<file path="config.mk">
export PLATFORM = sky130hd
export DESIGN_NAME = aes128_ctr_stream
export DESIGN_NICKNAME = d
export VERILOG_FILES = /design/src/rtl/aes128_ctr_stream.sv
export SDC_FILE = /design/constraint.sdc
export NUM_CORES = 1
export LEC_CHECK = 0
export CORE_AREA = 2 2 360 362
export DETAILED_ROUTE_END_ITERATION = 8
export DIE_AREA = 0 0 362 364
export PLACE_DENSITY_LB_ADDON = 0.2
export RECOVER_POWER = 25
export SYNTH_ARGS = -nofsm -noshare
export SYNTH_HDL_FRONTEND = slang
export SYNTH_SLANG_ARGS = --single-unit
</file>
<file path="constraint.sdc">
create_clock -name clk -period 9.6 [get_ports clk]
set_input_delay 1.92 -clock clk [delete_from_list [all_inputs] [get_ports clk]]
set_output_delay 1.92 -clock clk [all_outputs]
set_load 0.005 [all_outputs]
</file>
<file path="src/rtl/aes128_ctr_stream.sv">
// AES-128 CTR stream front-end: counter generation, keystream FIFO, XOR datapath.
// Define AES_CTR_WRAP_STOP_EN to halt generation when the counter field wraps.
module aes128_ctr_stream #(
  parameter int CORE_LATENCY = 20,
  parameter int CTR_WIDTH    = 32,
  parameter int DEPTH        = 4
) (
  input  logic         clk,
  input  logic         reset,
  input  logic [31:0]  key_0,
  input  logic [31:0]  key_1,
  input  logic [31:0]  key_2,
  input  logic [31:0]  key_3,
  input  logic [31:0]  iv_0,
  input  logic [31:0]  iv_1,
  input  logic [31:0]  iv_2,
  input  logic [31:0]  iv_3,
  input  logic         load,
  input  logic         in_valid,
  output logic         in_ready,
  input  logic [127:0] in_data,
  output logic         out_valid,
  input  logic         out_ready,
  output logic [127:0] out_data,
  output logic [127:0] core_key,
  output logic [127:0] core_plain_text,
  input  logic [127:0] core_cipher_text,
  output logic         busy,
  output logic [31:0]  blk_count,
  output logic         ctr_wrap
);

  localparam int AW = $clog2(DEPTH);

  typedef enum logic [1:0] {IDLE, RUN, HOLD, STOP} state_t;

  state_t         state_q, state_d;
  logic [7:0]     wait_q, wait_d;
  logic [127:0]   key_q;
  logic [127:0]   ctr_q, ctr_d;
  logic           wrap_q, wrap_d;
  logic [127:0]   fifo_q [DEPTH];
  logic [AW-1:0]  wr_q, rd_q;
  logic [AW:0]    cnt_q, cnt_d;
  logic           ov_q;
  logic [127:0]   od_q;
  logic [31:0]    blk_q;
  logic           push, pop, full, empty, ctr_last;

  assign full     = cnt_q == (AW+1)'(DEPTH);
  assign empty    = cnt_q == '0;
  assign busy     = state_q != IDLE;
  assign in_ready = busy && !empty && (!ov_q || out_ready) && !load;
  assign pop      = in_valid && in_ready;
  assign ctr_last = &ctr_q[CTR_WIDTH-1:0];
  assign cnt_d    = cnt_q + {{AW{1'b0}}, push} - {{AW{1'b0}}, pop};

  assign out_valid       = ov_q;
  assign out_data        = od_q;
  assign core_key        = key_q;
  assign core_plain_text = ctr_q;
  assign blk_count       = blk_q;
  assign ctr_wrap        = wrap_q;

  always_comb begin
    state_d = state_q;
    wait_d  = wait_q;
    ctr_d   = ctr_q;
    wrap_d  = wrap_q;
    push    = 1'b0;
    unique case (state_q)
      RUN: begin
        if (wait_q == 8'(CORE_LATENCY - 1)) begin
          if (!full || pop) push = 1'b1;
          else              state_d = HOLD;
        end else begin
          wait_d = wait_q + 8'd1;
        end
      end
      HOLD: begin
        if (!full || pop) push = 1'b1;
      end
      default: ;
    endcase
    if (push) begin
      wait_d  = '0;
      state_d = RUN;
      ctr_d[CTR_WIDTH-1:0] = ctr_q[CTR_WIDTH-1:0] + CTR_WIDTH'(1);
      if (ctr_last) begin
        wrap_d = 1'b1;
`ifdef AES_CTR_WRAP_STOP_EN
        state_d = STOP;
`endif
      end
    end
  end

  always_ff @(posedge clk) begin
    if (reset) begin
      state_q <= IDLE;
      wait_q  <= '0;
      key_q   <= '0;
      ctr_q   <= '0;
      wrap_q  <= 1'b0;
      wr_q    <= '0;
      rd_q    <= '0;
      cnt_q   <= '0;
      ov_q    <= 1'b0;
      od_q    <= '0;
      blk_q   <= '0;
    end else if (load) begin
      state_q <= RUN;
      wait_q  <= '0;
      key_q   <= {key_3, key_2, key_1, key_0};
      ctr_q   <= {iv_3, iv_2, iv_1, iv_0};
      wrap_q  <= 1'b0;
      wr_q    <= '0;
      rd_q    <= '0;
      cnt_q   <= '0;
      ov_q    <= 1'b0;
      blk_q   <= '0;
    end else begin
      state_q <= state_d;
      wait_q  <= wait_d;
      ctr_q   <= ctr_d;
      wrap_q  <= wrap_d;
      cnt_q   <= cnt_d;
      if (push) wr_q <= wr_q + AW'(1);
      if (pop) begin
        rd_q  <= rd_q + AW'(1);
        od_q  <= in_data ^ fifo_q[rd_q];
        ov_q  <= 1'b1;
        blk_q <= blk_q + 32'd1;
      end else if (out_ready) begin
        ov_q  <= 1'b0;
      end
    end
  end

  // Keystream storage carries no reset; occupancy is tracked by cnt_q.
  always_ff @(posedge clk) begin
    if (!reset && !load && push) fifo_q[wr_q] <= core_cipher_text;
  end

endmodule

</file>
### Word-level counts from Yosys, hierarchy flattened

Memory sizes are Yosys's and may differ from the RTL's. A register that Yosys moved wholly into a read port is not among the register bits.
Index checks and enable logic that the tools add are counted.

| word-level totals | value |
|---|---|
| register bits | 435 |
| latch bits | 0 |
| memory bits (writable) | 512 |
| bits in read-only memories | 0 |
| input bits | 517 |
| output and inout port bits | 420 |
| word-level logic and storage cells | 72 |
| memories kept | 1 |

| cells by class | value |
|---|---|
| $add $sub $neg | 7 |
| multiply operators | 0 |
| divide/modulo/power cells | 0 |
| magnitude comparators | 0 |
| equality and inequality tests | 5 |
| shift operators | 0 |
| muxes and demuxes | 16 |
| bitwise operators | 4 |
| reductions and logical operators | 26 |

Memory list:

| memory | words | width | read ports | clocked after Yosys merged registers in | wr ports | RTL line | RTL |
|---|---|---|---|---|---|---|---|
| fifo_q | 4 | 128 | 1 | 1 | 1 | 42 | `logic [127:0] fifo_q [DEPTH];` |

Operators by type and width:

| kind | count |
|---|---|
| $xor 128x128->128 | 1 |
| $add 32x1->32 const B | 2 |
| $mux 32 | 2 |
| $reduce_and 33->1 | 1 |
| $mux 1 | 11 |
| $add 8x1->8 const B | 1 |
| $eq 8x5->1 const B | 1 |
| $logic_and 1x1->1 | 6 |
| $reduce_and 3->1 | 2 |
| $reduce_bool 2->1 | 3 |
| $reduce_bool 3->1 | 2 |
| $logic_not 1->1 | 5 |
| $add 2x1->2 const B | 2 |
| $mux 2 | 2 |
| $reduce_and 2->1 | 2 |
| $add 3x1->3 | 1 |
| $eq 3x3->1 const B | 1 |
| $logic_not 3->1 | 1 |
| $ne 3x3->1 const B | 1 |
| $not 1->1 | 3 |
| $reduce_or 3->1 | 1 |
| $sub 3x1->3 | 1 |
| $eq 2x1->1 const B | 1 |
| $eq 2x2->1 const B | 1 |
| other kinds (3) | 4 |

### Depth between registers and ports, before layout

Gate-level depths: netlist of the first run.

| depth | value |
|---|---|
| word-level depth | 13 |
| depth in mapped cells | 14 |
| depth with buffers taken out | 12 |

### Worst setup path after synthesis of the first run

No wires, ideal clock.

| path | value |
|---|---|
| path type | input to register |
| start point | in load |
| end point | mem fifo_q[0][0], enable pin |
| library setup time | 0.503 ns |
| data arrival time | 5.878 ns |
| required time | 9.097 ns |
| slack | 3.218 ns |
| cell stages on the path | 7 |
| buffers on the path | 3 |
| cells stage by stage | buf_4 > nor2_4 > a32oi_4 > nor2_1 > buf_2 > buf_2 > and3_1 |

| on the way | value |
|---|---|
| cells in the longest elaborated chain, start to end | 10 |
| elaborated cells on any way between the ends | 11 |
| those cells by class | mux: 5; reduce/logical: 6 |

RTL lines:

| element | RTL line | RTL |
|---|---|---|
| start: declaration | 18 | `input logic load,` |
| $logic_not 1->1 * | 53, 142 |  |
| $logic_and 1x1->1 | 53 | `assign in_ready = busy && !empty && (!ov_q \|\| out_ready) && !load;` |
| $logic_and 1x1->1 | 54 | `assign pop = in_valid && in_ready;` |
| $logic_or 1x1->1 | 74, 81 |  |
| $mux 1 | 74, 81 |  |
| $mux 1 | 73 | `if (wait_q == 8'(CORE_LATENCY - 1)) begin` |
| $pmux 1 s2 | 71 | `unique case (state_q)` |
| $logic_and 1x1->1 * | 142 | `if (!reset && !load && push) fifo_q[wr_q] <= core_cipher_text;` |
| $mux 1 * | 142 |  |
| $mux 1 (implied by the code) * | 142 |  |
| end: declaration | 42 |  |

Every way passes the cells marked *; elsewhere a longest branch is shown, timed or not.

### Worst setup path in the final report of the first run

| path | value |
|---|---|
| start point | in out_ready |
| end point | out in_ready |

| on the way | value |
|---|---|
| cells in the longest elaborated chain, start to end | 3 |

RTL lines:

| element | RTL line | RTL |
|---|---|---|
| start: declaration | 23 | `input logic out_ready,` |
| $logic_or 1x1->1 | 53 |  |
| $logic_and 1x1->1 (2 in series) | 53 |  |
| end: declaration | 20 | `output logic in_ready,` |

Every way passes these cells.

==> impl_metrics.tcl, run 1 <==
set metrics [dict create \
    ios 937 \
    htreeDepth 3 \
    via_per_inst 4.58 \
    drive_gt1_share_pct 9.68 \
    grt_use_total_pct 17.6 \
    ys_seq_area_share_pct 67.0 \
    fp-row-count 132 \
    path_cells "clkdlybuf4s50_1, nand2b_1, and3_1, clkdlybuf4s50_1" \
    drc 0 \
    synth_edf_count 512 \
    synth_top_area_cell "edfxtp_1" \
    powerDensity_nw_per_um2 181 \
    fin_crit_sh_pct 54.3 \
    grt_max_degree 187 \
    holdCritStartpoint "core_key[64]$_SDFFE_PP0P_" \
    postRouteAntennaNets 0 \
    dieArea_um2 132000 \
    first_pass_iters 5 \
    area_growth_pct 41.0 \
    cts_made_buffers 106 \
    cts_max_path_buffers 3 \
    setup_viol 0 \
    syn_area_um2 36000 \
    postSynthCellCount 2483 \
    final_cell_mix "clkdlybuf4s50_1 (814), edfxtp_1 (512), dfxtp_1 (435)" \
    syn_nets 3013 \
    num_vias 23709 \
    crit_type "in -> out" \
    finalHoldViolations 0 \
    status "completed" \
    seq_area_um2 24100 \
    synth.avg_cell_area_um2 14.5 \
    die-width_um 362 \
    layout_commonest_cell "clkdlybuf4s50_1" \
    finClkSkew_ps 47.2 \
    fmax_ghz 0.192 \
    async_flop_share_pct 0 \
    grt_antenna_before_repair 92 \
    yosys-top-cells-area "edfxtp_1 (43%), dfxtp_1 (24%), mux4_2 (8.0%), mux2i_1 (6.3%), nor2_1 (4.4%)" \
    post-cts-setup-buffers 0 \
    drt-total-wl_um 120000 \
    ff2ff_setup_slack_ps 6030 \
    insertion_delay_ps 710 \
    die_h_um 364 \
    worstHoldEndpoint "core_key[64]$_SDFFE_PP0P_" \
    multi_input_comb_area_um2 11200 \
    cp_common_cell "clkdlybuf4s50_1" \
    crit_path_end_kind "output port" \
    slew_viol_final 0 \
    grt_pass1_vias 23422 \
    cts_hold_buf 0 \
    placed_area_um2 47100 \
    pre_cts_ws_ps 4400 \
    rr_worst_depth 6 \
    rsz0062_at_grt "false" \
    worstPathMaxFanout 5 \
    initial_utilization_pct 28.1 \
    r2r-end "fifo_q[2][64]$_DFFE_PP_" \
    io_buffer_count 936 \
    gr-total-overflow 0 \
    nets 3919 \
    synth.distinct_cells 61 \
    yosys_warnings 0 \
    drtIter0Drc 1517 \
    cts_tree "done" \
    fill_cells 12181 \
    ys.flop_type "edfxtp_1" \
    fin_crit_ps 5220 \
    hp-class "reg -> reg" \
    r2r_start "wait_q[0]$_SDFFE_PP0P_" \
    cts.sinks 949 \
    dp_hpwl_um 85700 \
    gp_congestion 0.850 \
    required_ps 7680 \
    maxCapViolCount 0 \
    path_clk_slew_ps 60 \
    final_cell_area_um2 50800 \
    hold_depth 2 \
    max_stage_delay_ps 500 \
    cts-resized-gates 0 \
    relSlewSlack_pct 22.7 \
    coreArea_um2 128000 \
    synth_top_area_share_pct 42.7 \
    worst_slack_ps 4380 \
    yosys_register_bits 949 \
    cts-root-buf "clkbuf_16" \
    p_leak_nw 17.0 \
    grt_pass1_wl_um 169000 \
    worst_pin_slew_ps 1160 \
    start_kind "input pin" \
    cp_slowest_cell "clkdlybuf4s50_1" \
    cp.arrival_ps 3300 \
    vdd_ir_drop_max_mv 0.162 \
    finalSetupTns_ps 0 \
    wl_per_cell_um 23.2 \
]
## stage by stage
step	util [%]	hold WS [ps]	total power, W	std cells
global route	39.5	510	0.00952	5166
finish	39.6	488	0.00918	5176
floorplan	-	461	0.00465	2483
detailed placement	36.7	479	0.00511	4956
CTS	39.5	494	0.00934	5157
global placement	36.7	465	0.00510	4956
## state kept, by name, indices dropped and copies added (netlist names), named ones only
name	count
fifo_q	512
blk_count	32
rd_q	2
state_q	2
out_data	128
cnt_q	3
core_key	128
ctr_wrap	1
out_valid	1
wr_q	2
wait_q	8
core_plain_text	128
## Yosys cell counts (all sizes together), types with 6 or more instances
master and number:
a211o 6, a211oi 144, a21oi 20, and3 15, and4 12, buf 67, clkbuf 87, dfxtp 437
edfxtp 512, ha 12, inv 20, mux2i 226, mux4 128, nand2 40, nand3 24, nand4 28
nor2 423, nor3 18, nor4 18, nor4b 7, o2111a 6, o21ai 11, or3 14, xnor2 165
xor2 8
## final cells by class
class                           instances  share of cell area (%)
Sequential cell                       949                    47.5
Tap cell                             1675                    4.13
Multi-Input combinational cell       1360                    22.0
Antenna cell                           19                  0.0937
Timing Repair Buffer                  952                    18.9
Clock buffer                          137                    5.59
Clock inverter                         64                    1.52
Inverter                               20                   0.163
## routing by layer
layer / wire length, µm / global-route usage, % / vias up
li1: - / - / 11068
met1: 45400 / 19.8 / 11405
met2: 59200 / 30.3 / 871
met3: 10300 / 6.35 / 303
met4: 4860 / 6.92 / 62
met5: 390 / 0 / -
## kinds of logic (layout without fill, tap and decap cells)
group                      count (synthesis)  in the layout  share of synthesized area, %
buffers and inverters                    174           1173                          1.97
adders and majority gates                 13             13                         0.473
xor gates and xnor gates                 173            173                          4.21
DFF                                      949            949                          67.0
muxes                                    354            354                          14.3
other                                      0             19                             0
AOI/OAI and AO/OA                        208            208                          4.35
and+or+nand+nor                          612            612                          7.69
## power breakdown
group | switching, W | total (W) | internal, W
Sequential | 0.0000475 | 0.00439 | 0.00434
Combinational | 0.000249 | 0.000619 | 0.000370
Clock | 0.00171 | 0.00418 | 0.00247
Total | 0.00200 | 0.00918 | 0.00718
## worst max path at each step
| stage | from | endpoint | slack (ps) | cells after the start |
|---|---|---|---|---|
| CTS | out_ready | in_ready | 4390 | 4 |
| global route | out_ready | in_ready | 4300 | 4 |
| floorplan | load | fifo_q[0][0]$_DFFE_PP_ | 3220 | 7 |
| global placement | out_ready | in_ready | 4410 | 4 |
| finish | out_ready | in_ready | 4380 | 4 |
| detailed placement | out_ready | in_ready | 4400 | 4 |
## critical path, delay by kind of cell
family | cells | cell delay [ps]
buf+inv | 2 | 950
simple gates | 2 | 430
Note: power is estimated with default switching activity, not from simulation.
==> run 2: changes to the inputs <==
Clock period 9.6 ns to 4.7 ns, I/O delays scaled along.
==> impl_metrics.tcl, run 2 (same netlist as run 1, synthesis figures left out) <==
set metrics [dict create \
    finalHoldViolations 0 \
    grt_pass1_vias 23977 \
    relSlewSlack_pct 28.2 \
    cp_common_cell "clkdlybuf4s50_1" \
    nets 3952 \
    io_buffer_count 936 \
    die-width_um 362 \
    gp_congestion 0.862 \
    regMostFlops "fifo_q" \
    maxCapViolCount 0 \
    fmax_ghz 0.306 \
    status "completed" \
    crit_path_end_kind "output port" \
    cts_made_buffers 106 \
    finalSetupTns_ps 0 \
    cts_tree "done" \
    powerDensity_nw_per_um2 366 \
    max_stage_delay_ps 510 \
    cts-root-buf "clkbuf_16" \
    final_cell_area_um2 51100 \
    insertion_delay_ps 730 \
    initial_utilization_pct 28.1 \
    dieArea_um2 132000 \
    final_cell_mix "clkdlybuf4s50_1 (814), edfxtp_1 (512), dfxtp_1 (435)" \
    drc 0 \
    crit_type "in -> out" \
    first_pass_iters 5 \
    rsz0062_at_grt "false" \
    via_per_inst 4.56 \
    fp-row-count 132 \
    largest_reg_flops 512 \
    setup_viol 0 \
    cts-resized-gates 0 \
    dp_hpwl_um 93700 \
    p_leak_nw 17.2 \
    cts_hold_buf 0 \
    coreArea_um2 128000 \
    finClkSkew_ps 52.6 \
    cp_slowest_cell "clkdlybuf4s50_1" \
    num_vias 23785 \
    htreeDepth 3 \
    gr-total-overflow 0 \
    grt_pass1_wl_um 176000 \
    grt_antenna_before_repair 81 \
    worstPathMaxFanout 5 \
    layout_commonest_cell "clkdlybuf4s50_1" \
    area_growth_pct 41.9 \
    post-cts-setup-buffers 0 \
    worst_pin_slew_ps 1080 \
    required_ps 3760 \
    grt_use_total_pct 18.4 \
    postRouteAntennaNets 0 \
    fin_crit_ps 3270 \
    wl_per_cell_um 24.0 \
    vdd_ir_drop_max_mv 0.288 \
    cts.sinks 949 \
    ios 937 \
    path_cells "clkdlybuf4s50_1, nand2b_1, and3_1, clkdlybuf4s50_1" \
    drive_gt1_share_pct 10.9 \
    hp-class "reg -> reg" \
    power.total_w 0.0187 \
    path_clk_slew_ps 60 \
    start_kind "input pin" \
    cts_max_path_buffers 3 \
    die_h_um 364 \
    drt-total-wl_um 125000 \
    placed_area_um2 47400 \
    grt_max_degree 183 \
    slew_viol_final 0 \
    cp.arrival_ps 2330 \
    fin_crit_sh_pct 69.5 \
    drtIter0Drc 1476 \
]
run 2: cell count changes in the layout (fill, tap and decap cells not counted), moves of 5 or more:
cell	change
buf_12	+5
clkinv_1	-6
bufinv_16	-6
clkbuf_8	+10
buf_4	+28
clkbuf_1	-7
run 2: worst paths after layout:
path | depth (start not counted) | startpoint | endpoint | slack [ps]
worst max-delay path | 4 | out_ready | in_ready | 1430
worst min-delay path | 2 | core_plain_text[115]$_SDFFE_PP0P_ | core_plain_text[115]$_SDFFE_PP0P_ | 490
worst max register to register | 7 | state_q[0]$_SDFFE_PP0P_ | fifo_q[2][45]$_DFFE_PP_ | 1710
worst min register to register | 2 | core_plain_text[115]$_SDFFE_PP0P_ | core_plain_text[115]$_SDFFE_PP0P_ | 490
run 2: stage by stage:
step                      cells  util, %  setup slack, ps  hold slack (ps)
after global placement     4989     36.9             1030              472
after detailed placement   4989     36.9             1010              480
after floorplan            2483        -              745              461
after global routing       5206     39.8             1360              511
final                      5211     39.8             1430              488
after CTS                  5189     39.8             1430              495
run 2: power by group:
group / switching (W) / total (W) / leakage, nW / internal [W]
registers: 0.0000950 / 0.00896 / 8.17 / 0.00886
logic: 0.000526 / 0.00129 / 7.25 / 0.000759
clock network: 0.00353 / 0.00847 / 1.76 / 0.00494
run 2: critical path, delay by kind of cell:
kind / cells / cell delay (ps)
buf+inv: 2 / 950
simple gates: 2 / 430
run 2: final cells by class:
cell class | instances | area, µm²
diodes | 22 | 55.1
clock inverters | 57 | 613
well taps | 1675 | 2100
flip-flops and latches | 949 | 24100
fillers | 12179 | 77300
repair buffers | 985 | 9920
inverters | 20 | 82.6
multi-input cells | 1360 | 11200
clock buffers | 143 | 2990
run 2: layer usage:
metal | part of all wire, % | up-vias | global-route usage [%]
met5 | 0.28 | - | 0
met4 | 3.7 | 54 | 7.94
met3 | 7.7 | 270 | 5.96
met2 | 51 | 824 | 32.6
met1 | 37 | 11500 | 20.2
li1 | - | 11137 | -
==> run 3: changes to the inputs <==
Clock period 4.7 ns to 2.7 ns, I/O delays scaled along.
==> impl_metrics.tcl, run 3 (same netlist as run 1, synthesis figures left out) <==
set metrics [dict create \
    insertion_delay_ps 710 \
    grt_util_met2_pct 34.3 \
    finalSetupTns_ps 0 \
    finClkSkew_ps 65.2 \
    grt_max_degree 170 \
    cts.sinks 949 \
    grt_use_total_pct 18.6 \
    cts_hold_buf 0 \
    fin_crit_ps 2580 \
    p_clk_share_pct 45.6 \
    max_stage_delay_ps 440 \
    switching_share_pct 21.9 \
    slew_viol_final 0 \
    fp-row-count 132 \
    combPwrFrac_pct 6.9 \
    final_cell_mix "clkdlybuf4s50_1 (815), edfxtp_1 (512), dfxtp_1 (431)" \
    die_h_um 364 \
    powerDensity_nw_per_um2 628 \
    drive_gt1_share_pct 13.1 \
    busiest_layer "met2" \
    largest_reg_flops 512 \
    crit_path_end_kind "output port" \
    grt_pass1_vias 24086 \
    first_pass_iters 5 \
    p_sw_w 0.00718 \
    cts_made_buffers 105 \
    worst_slack_ps 123 \
    postRouteAntennaNets 0 \
    die-width_um 362 \
    start_kind "register" \
    seqPwrFrac_pct 47.6 \
    drt-total-wl_um 127000 \
    htreeDepth 3 \
    initial_utilization_pct 28.1 \
    rsz0062_at_grt "false" \
    finalHoldViolations 0 \
    power.total_w 0.0328 \
    path_buf_inv 1 \
    grt_pass1_wl_um 177000 \
    dp_hpwl_um 97400 \
    ff2ff_setup_slack_ps 340 \
    fin_crit_sh_pct 95.5 \
    grtUsageMet1_pct 20.3 \
    whs_ps 188 \
    cts-root-buf "clkbuf_16" \
    setup_viol 0 \
    dpl.cell_count 5073 \
    worstPathMaxFanout 3 \
    ios 937 \
    layout_commonest_cell "clkdlybuf4s50_1" \
    relSlewSlack_pct 32.3 \
    maxCapViolCount 0 \
    cp.arrival_ps 2040 \
    cts_max_path_buffers 3 \
    grt_antenna_before_repair 76 \
    status "completed" \
    use_met3_pct 5.11 \
    vdd_ir_drop_max_mv 0.585 \
    final_cells 5299 \
    path_clk_slew_ps 60 \
    fmax_ghz 0.388 \
    cp_top_family "simple AND/OR/NAND/NOR gates" \
    hp-class "in -> reg" \
    pre_cts_ws_ps -75.8 \
    required_ps 2160 \
    coreArea_um2 128000 \
    p_int_w 0.0256 \
    drtIter0Drc 1544 \
    area_growth_pct 45.0 \
    cts_tree "done" \
    gr-total-overflow 0 \
    via_per_inst 4.58 \
    wl_per_cell_um 24.0 \
    nets 4036 \
    dieArea_um2 132000 \
    worst_pin_slew_ps 1020 \
    num_vias 24279 \
    regMostFlops "fifo_q" \
    p_leak_nw 17.7 \
    drc 0 \
    path_cells "or3_1, and3_4, clkdlybuf4s50_1" \
    io_buffer_count 936 \
    gp_congestion 0.809 \
    crit_type "reg -> out" \
    cp_slowest_cell "clkdlybuf4s50_1" \
]
-- run 3: worst reg2reg max path: stages (launching register included) --
cell      delay (ps)
dfxtp_2          360
ha_2             220
and4bb_2         310
a31oi_4          110
nor2_2           130
inv_2             50
ha_1             270
inv_1             40
ha_1             180
fa_1             370
xnor2_1          160
nor2_1            50
-- run 3: path summary, 6_finish.rpt --
path	startpoint	to	cells after the start
max	cnt_q[2]$_SDFF_PP0_	in_ready	3
min	reset	core_key[109]$_SDFFE_PP0P_	2
max reg2reg	wait_q[0]$_SDFFE_PP0P_	cnt_q[2]$_SDFF_PP0_	11
min reg2reg	core_plain_text[115]$_SDFFE_PP0P_	core_plain_text[115]$_SDFFE_PP0P_	2
-- run 3: per-layer routing --
| layer | wire [µm] | share of wire [%] |
|---|---|---|
| met5 | 215 | 0.17 |
| met4 | 4350 | 3.4 |
| met3 | 9180 | 7.2 |
| met2 | 67100 | 53 |
| met1 | 46200 | 36 |
-- run 3: power groups by stage --
stage                     Clock [W]  Sequential [W]  Combinational, W
after floorplan                   0          0.0159          0.000639
after global placement            0          0.0159           0.00231
after detailed placement          0          0.0159           0.00231
after CTS                    0.0154          0.0156           0.00232
after global routing         0.0159          0.0156           0.00240
final                        0.0149          0.0156           0.00225
-- run 3: repair_timing --
action	in CTS	in global routing
setup buffers	1	0
setup endpoints to repair	1	0
gates resized for setup	1	0
-- run 3: final cells by class --
cell class	instances	area (µm²)
Antenna cell	29	72.6
Clock buffer	150	3000
Clock inverter	46	684
Fill cell	12103	76100
Inverter	20	82.6
Multi-Input combinational cell	1360	11200
Sequential cell	949	24100
Tap cell	1675	2100
Timing Repair Buffer	1070	10900
-- run 3: stage by stage --
stage	cell area (µm²)	utilization, %
detailed placement	48400	37.7
global route	52200	40.7
global placement	48400	37.7
finish	52200	40.7
CTS	52100	40.6
floorplan	36100	-
